### config.mk
export PLATFORM = sky130hd
export DESIGN_NAME = nand_bus_ctrl
export DESIGN_NICKNAME = d
export VERILOG_FILES = /design/src/rtl/nand_bus_ctrl.sv
export SDC_FILE = /design/constraint.sdc
export NUM_CORES = 1
export LEC_CHECK = 0
export ABC_AREA = 1
export CORE_AREA = 2 2 78 80
export CTS_BUF_LIST = sky130_fd_sc_hd__clkbuf_2 sky130_fd_sc_hd__clkbuf_4 sky130_fd_sc_hd__clkbuf_8
export CTS_CLUSTER_DIAMETER = 30
export DETAILED_ROUTE_END_ITERATION = 10
export DIE_AREA = 0 0 80 82
export PLACE_DENSITY = 0.8
export RECOVER_POWER = 100
export SKIP_LAST_GASP = 1
export SLEW_MARGIN = 20
export SYNTH_ARGS = -nofsm -noshare
export SYNTH_HDL_FRONTEND = slang
export SYNTH_SLANG_ARGS = --single-unit
export TNS_END_PERCENT = 50
### constraint.sdc
create_clock -name clk -period 1.5 [get_ports clk]
set_input_delay 0.3 -clock clk [delete_from_list [all_inputs] [get_ports clk]]
set_output_delay 0.3 -clock clk [all_outputs]
set_load 0.02 [all_outputs]
### src/rtl/nand_bus_ctrl.sv
// nand_bus_ctrl -- raw 8-bit NAND flash bus sequencer.
//
// Runs one bus cycle per accepted request (command latch, address latch,
// data write or data read) with programmable setup / strobe / hold timing
// counted in clk cycles.  Chip enable stays low across back-to-back
// requests and is released after CE_IDLE idle cycles.
//
// Build option: define NAND_RB_WAIT_EN to make the controller wait for the
// NAND R/B# line after CMD bytes 0x10, 0x30, 0xD0 and 0xFF.  Without it,
// nand_rb is ignored and every op returns straight to IDLE.
//
// Ports:
//   clk, reset            clock; synchronous active-high reset
//   req_valid/req_ready   request handshake (ready only in IDLE)
//   req_op                00 CMD, 01 ADDR, 10 WRITE, 11 READ
//   req_data              byte for CMD/ADDR/WRITE
//   rsp_valid/rsp_data    one-cycle pulse + byte when a READ completes
//   busy                  controller not in IDLE
//   nand_rb               NAND R/B# (low = busy), optional feature only
//   nce/ncle/nale/nwe/nre NAND control pins (nce, nwe, nre active low)
//   nand_oe/dout/din      data pad enable, outgoing and incoming byte
module nand_bus_ctrl #(
    parameter int T_SETUP = 2,
    parameter int T_PULSE = 2,
    parameter int T_HOLD  = 1,
    parameter int CE_IDLE = 16
) (
    input  logic       clk,
    input  logic       reset,
    input  logic       req_valid,
    input  logic [1:0] req_op,
    input  logic [7:0] req_data,
    output logic       req_ready,
    output logic       rsp_valid,
    output logic [7:0] rsp_data,
    output logic       busy,
    input  logic       nand_rb,
    output logic       nce,
    output logic       ncle,
    output logic       nale,
    output logic       nwe,
    output logic       nre,
    output logic       nand_oe,
    output logic [7:0] nand_dout,
    input  logic [7:0] nand_din
);

    localparam int CW = 16;
    localparam logic [CW-1:0] SETUP_LAST = CW'(T_SETUP - 1);
    localparam logic [CW-1:0] PULSE_LAST = CW'(T_PULSE - 1);
    localparam logic [CW-1:0] HOLD_LAST  = CW'(T_HOLD - 1);
    localparam logic [CW-1:0] IDLE_LAST  = CW'(CE_IDLE - 1);

    localparam logic [1:0] OP_CMD  = 2'b00;
    localparam logic [1:0] OP_ADDR = 2'b01;
    localparam logic [1:0] OP_READ = 2'b11;

    typedef enum logic [2:0] {
        IDLE,
        SETUP,
        PULSE,
        HOLD
`ifdef NAND_RB_WAIT_EN
        , WAIT_RB
`endif
    } state_t;

    state_t        state_q, state_d;
    logic [1:0]    op_q, op_d;
    logic [7:0]    data_q, data_d;
    logic [CW-1:0] phase_cnt_q, phase_cnt_d;
    logic [CW-1:0] idle_cnt_q, idle_cnt_d;
    logic          ce_active_q, ce_active_d;
    logic          rsp_valid_q, rsp_valid_d;
    logic [7:0]    rsp_data_q, rsp_data_d;

    logic accept;
    logic in_op;
    logic is_read;

`ifdef NAND_RB_WAIT_EN
    // tWB: fixed delay before R/B# is trusted after a busy-causing command
    localparam logic [CW-1:0] TWB_CYCLES = CW'(4);
    logic rb_meta_q, rb_meta_d;
    logic rb_sync_q, rb_sync_d;
`else
    logic unused_rb;
    assign unused_rb = nand_rb;
`endif

    assign req_ready = (state_q == IDLE) && !reset;
    assign accept    = req_valid && req_ready;
    assign in_op     = (state_q == SETUP) || (state_q == PULSE) || (state_q == HOLD);
    assign is_read   = (op_q == OP_READ);

    always_comb begin
        state_d     = state_q;
        op_d        = op_q;
        data_d      = data_q;
        phase_cnt_d = phase_cnt_q;
        idle_cnt_d  = idle_cnt_q;
        ce_active_d = ce_active_q;
        rsp_valid_d = 1'b0;
        rsp_data_d  = rsp_data_q;
`ifdef NAND_RB_WAIT_EN
        rb_meta_d   = nand_rb;
        rb_sync_d   = rb_meta_q;
`endif
        case (state_q)
            IDLE: begin
                if (accept) begin
                    op_d        = req_op;
                    data_d      = req_data;
                    phase_cnt_d = '0;
                    idle_cnt_d  = '0;
                    ce_active_d = 1'b1;
                    state_d     = SETUP;
                end else if (ce_active_q) begin
                    // nce is released combinationally once the count hits
                    // IDLE_LAST; drop the flag so it stays released.
                    if (idle_cnt_q >= IDLE_LAST) begin
                        ce_active_d = 1'b0;
                        idle_cnt_d  = '0;
                    end else begin
                        idle_cnt_d = idle_cnt_q + 1'b1;
                    end
                end
            end
            SETUP: begin
                if (phase_cnt_q == SETUP_LAST) begin
                    phase_cnt_d = '0;
                    state_d     = PULSE;
                end else begin
                    phase_cnt_d = phase_cnt_q + 1'b1;
                end
            end
            PULSE: begin
                if (phase_cnt_q == PULSE_LAST) begin
                    // sample while nre is still low, just before it rises
                    if (is_read) begin
                        rsp_data_d = nand_din;
                    end
                    phase_cnt_d = '0;
                    state_d     = HOLD;
                end else begin
                    phase_cnt_d = phase_cnt_q + 1'b1;
                end
            end
            HOLD: begin
                if (phase_cnt_q == HOLD_LAST) begin
                    phase_cnt_d = '0;
                    rsp_valid_d = is_read;
                    state_d     = IDLE;
`ifdef NAND_RB_WAIT_EN
                    if ((op_q == OP_CMD) && (data_q inside {8'h10, 8'h30, 8'hD0, 8'hFF})) begin
                        state_d = WAIT_RB;
                    end
`endif
                end else begin
                    phase_cnt_d = phase_cnt_q + 1'b1;
                end
            end
`ifdef NAND_RB_WAIT_EN
            WAIT_RB: begin
                if (phase_cnt_q != TWB_CYCLES) begin
                    phase_cnt_d = phase_cnt_q + 1'b1;
                end else if (rb_sync_q) begin
                    phase_cnt_d = '0;
                    state_d     = IDLE;
                end
            end
`endif
            default: begin
                state_d = IDLE;
            end
        endcase
    end

    always_ff @(posedge clk) begin
        if (reset) begin
            state_q     <= IDLE;
            op_q        <= 2'b00;
            data_q      <= 8'h00;
            phase_cnt_q <= '0;
            idle_cnt_q  <= '0;
            ce_active_q <= 1'b0;
            rsp_valid_q <= 1'b0;
            rsp_data_q  <= 8'h00;
        end else begin
            state_q     <= state_d;
            op_q        <= op_d;
            data_q      <= data_d;
            phase_cnt_q <= phase_cnt_d;
            idle_cnt_q  <= idle_cnt_d;
            ce_active_q <= ce_active_d;
            rsp_valid_q <= rsp_valid_d;
            rsp_data_q  <= rsp_data_d;
        end
    end

`ifdef NAND_RB_WAIT_EN
    always_ff @(posedge clk) begin
        if (reset) begin
            rb_meta_q <= 1'b0;
            rb_sync_q <= 1'b0;
        end else begin
            rb_meta_q <= rb_meta_d;
            rb_sync_q <= rb_sync_d;
        end
    end
`endif

    // Pin outputs decode straight from registered state, so the control
    // lines change only on clock edges.
    assign busy      = (state_q != IDLE);
    assign nce       = !(busy || (ce_active_q && (idle_cnt_q < IDLE_LAST)));
    assign ncle      = in_op && (op_q == OP_CMD);
    assign nale      = in_op && (op_q == OP_ADDR);
    assign nand_oe   = in_op && !is_read;
    assign nand_dout = data_q;
    assign nwe       = !((state_q == PULSE) && !is_read);
    assign nre       = !((state_q == PULSE) && is_read);
    assign rsp_valid = rsp_valid_q;
    assign rsp_data  = rsp_data_q;

endmodule

==> flow_summary_export.csv <==
group,metric,value,unit
run_status,outcome,"finished with violations",
run_status,violations,"setup timing",
global_routing,grt_pass1_vias,2797,
clock_network,cts_tree,"yes",
synthesis,synth.avg_cell_area,7.394,um2
clock_network,numCtsBuffers,5,
sta,worst_slew_pin_slew,0.3320,ns
power,cellPowerDensity,1219,nW/um2
sta,maxSlewViolCount,0,
synthesis,synth-xor-area-share,1.298,%
sta,fin_setup_tns,-5.564,ns
cells_and_area,syn_to_final_growth,56.51,%
critical_path,path_class,"reg2reg",
critical_path,cp_slowest_stage_delay,0.36,ns
power,p_leak,1.736,nW
synthesis,syn-cell-area,2699,um2
flow_run,cap_violations,0,
detailed_routing,drt-wirelength-per-cell,14.77,um
critical_path,critPathMaxFanout,5,
synthesis,synth_fp_nets,395,
detailed_routing,wl,8123,um
placed_design,dpl.hpwl,4698,um
sta,hold_viol_final,0,
detailed_routing,drt-vias-per-instance,5.271,
clock_network,clockRootBuffer,"clkbuf_8",
sta,max_clock_freq,587.5,MHz
sta,clock_skew,0.009003,ns
floorplan,pin_count,47,
critical_path,cp_slowest_cell,"dfxtp_2",
detailed_routing,drt-initial-drc-count,286,
synthesis,synth.distinct_cells,33,
clock_network,ctsHtreeMaxLevel,2,
synthesis,ys_seq_elements,54,
cells_and_area,final_cells,550,
global_routing,grt_max_degree,29,
cells_and_area,drive_gt1_share,40.63,%
synthesis,synth_top_family_by_area,"simple AND/OR/NAND/NOR gates",
floorplan,fp-row-count,28,
placed_design,globalplace.congestion,0.8709,
detailed_routing,drc,0,
cells_and_area,finalNetCount,504,
floorplan,core,5746,um2
detailed_routing,vias,2899,
power,finalPower,5.149,mW
cells_and_area,insertedDiodeCount,0,
synthesis,seq_area_frac_synth,40.06,%
floorplan,die_y,82,um
critical_path,crit_family,"buffers and inverters",
clock_network,postCtsHoldBufs,0,
sta,fin_crit_sh,113.5,%
global_routing,grt.total_usage,24.34,%
cells_and_area,fin_util,73.52,%
placed_design,preCtsSetupSlack,-0.3326,ns
critical_path,cp.arrival,1.95,ns
synthesis,synthCells,365,
global_routing,grt_pass1_wl,12590,um
power,ir_drop,0.7449,mV
detailed_routing,final_antenna_net_count,0,
floorplan,fp.dieW,80,um
detailed_routing,firstDrtPassIters,6,
sta,rsz0062_at_grt,"true",
synthesis,ys.warnings.count,0,
cells_and_area,fillers,391,
synthesis,synthMuxAreaShare,0,%
placed_design,dp_cells,520,
sta,setup_violations,64,
synthesis,synth_compound_gate_area_share,11.17,%
synthesis,synthAdderAreaFrac,3.709,%
critical_path,crit_buf_inv,6,
synthesis,synth-simple-area-share,33.84,%
clock_network,clockBufferDepth,2,
sta,fin_crit,1.702,ns
sta,relSlewSlack,77.63,%
global_routing,antenna_found_initial,0,
critical_path,path_cells,"inv_2, ha_4, inv_4, buf_12, nor2_4, buf_6, nand2_4, inv_4, nor2_4, buf_6, nand3b_4, nand2_2, a21oi_2",
placed_design,io_buffers,45,
clock_network,clkSlewWorstSetupHoldPaths,0.10,ns
clock_network,cts_num_sinks,54,
min_path,hp-class,"reg2reg",
critical_path,crit_required,1.75,ns
critical_path,end_kind,"register",
floorplan,initial_core_util,46.97,%
clock_network,worstSkewPairLatency,0.32,ns
floorplan,die-area,6560,um2
sta,setup_ws,-0.2023,ns
critical_path,timing.critical_path.from_type,"register",
global_routing,overflow,0,
[kinds of logic after synthesis]
kind of cell	count (synthesis)
compound gates	54
fa+ha+maj	8
simple gates	184
xor+xnor	4
buf+inv	61
flops	54
[what timing repair did]
action                                  4_1_cts  5_1_grt
cloned                                        1        1
gates resized for setup                     112       45
buffers inserted                             20        7
endpoints found under the hold margin         0        0
endpoints found under the setup margin       66       78
pin swaps                                    27       15
[where the power goes]
part / internal (mW) / leakage, nW / total, mW / switching (mW)
registers: 1.55 / 0.440 / 1.64 / 0.0906
logic: 1.23 / 1.25 / 2.66 / 1.43
clock network: 0.349 / 0.0486 / 0.846 / 0.497
total: 3.13 / 1.74 / 5.15 / 2.02
[sequential cells by signal, indices dropped and copies added (netlist names)]
signal	flops
rsp_data	8
idle_cnt_q	16
nand_dout	8
ce_active_q	1
op_q	2
state_q	2
phase_cnt_q	16
rsp_valid	1
[through the flow]
| stage | hold WS (ns) | cell area, um2 |
|---|---|---|
| 2_1_floorplan | 0.4105 | 2739 |
| 3_3_place_gp | 0.4293 | 3598 |
| 3_5_place_dp | 0.4355 | 3598 |
| 4_1_cts | 0.4497 | 4091 |
| 5_1_grt | 0.4722 | 4224 |
| 6_report | 0.4492 | 4224 |
[synthesized netlist by cell type]
cell type | count | area [um2]
nand3b_4 | 1 | 20.02
nand3b_2 | 1 | 11.26
o2111ai_1 | 3 | 26.28
ha_1 | 8 | 100.1
clkinv_1 | 1 | 3.750
nand3_1 | 27 | 135.1
clkbuf_1 | 4 | 15.01
a21oi_2 | 4 | 35.03
nand4_1 | 5 | 31.28
nand3_2 | 10 | 100.1
xnor2_1 | 1 | 8.760
nand3b_1 | 1 | 7.510
buf_6 | 3 | 33.78
dfxtp_1 | 54 | 1081
buf_2 | 5 | 25.02
nand2_2 | 6 | 37.54
inv_1 | 43 | 161.4
nor2_1 | 34 | 127.6
buf_4 | 2 | 15.01
o211ai_1 | 1 | 7.510
o21ai_1 | 3 | 15.01
xor2_1 | 3 | 26.28
inv_2 | 2 | 7.510
or2_2 | 1 | 6.260
inv_4 | 1 | 6.260
nand2_4 | 2 | 22.52
nor3_1 | 15 | 75.07
a21oi_1 | 26 | 130.1
nor2_2 | 5 | 31.28
a21o_1 | 1 | 7.510
o21ai_0 | 16 | 80.08
nor2_4 | 3 | 33.78
nand2_1 | 73 | 274.0
[per-layer routing]
metal | up-vias | track usage, % | routed length [um]
met2 | 132 | 43.58 | 4082
met5 | - | 0 | 0
met3 | 34 | 4.505 | 506
li1 | 1398 | - | -
met1 | 1335 | 28.00 | 3200
met4 | 0 | 11.53 | 333
[final cells by class]
type / count / area (um2) / share of cell area, %
well taps: 75 / 93.84 / 2.222
flip-flops and latches: 54 / 1090 / 25.80
multi-input cells: 250 / 1672 / 39.57
inverters: 47 / 186.4 / 4.414
repair buffers: 116 / 1092 / 25.86
clock inverters: 2 / 13.76 / 0.3258
clock buffers: 6 / 76.32 / 1.807
[worst reg2reg max path, delay by kind of cell (launching register included)]
kind                       cells  cell delay, ns
buffers and inverters          6            0.50
and+or+nand+nor                5            0.47
DFF                            1            0.36
adders and majority gates      1            0.17
AOI/OAI and AO/OA              1            0.14
[final timing paths]
kind | start | endpoint | slack [ns] | cells past startpoint
setup / recovery | state_q[0]$_SDFFE_PP0P_ | state_q[0]$_SDFFE_PP0P_ | -0.20 | 13
hold reg to reg | idle_cnt_q[4]$_SDFFE_PP0P_ | idle_cnt_q[4]$_SDFFE_PP0P_ | 0.45 | 2
setup reg to reg | state_q[0]$_SDFFE_PP0P_ | state_q[0]$_SDFFE_PP0P_ | -0.20 | 13
hold / removal | idle_cnt_q[4]$_SDFFE_PP0P_ | idle_cnt_q[4]$_SDFFE_PP0P_ | 0.45 | 2
[placed cells by master, fill, tap and decap left out, types with 7 or more instances in the layout]
cell and n:
nor3_1 13, o21ai_0 8, nand2_2 17, dfxtp_1 47
buf_4 54, inv_1 37, nand3_1 25, buf_6 18
dfxtp_2 7, nor2_1 28, clkdlybuf4s50_1 36, nand2_1 52
nor2_4 9, nand3_2 11, a21oi_1 9, a21oi_2 21
nand2_4 11
No activity file was read; power rests on OpenSTA's default activity.
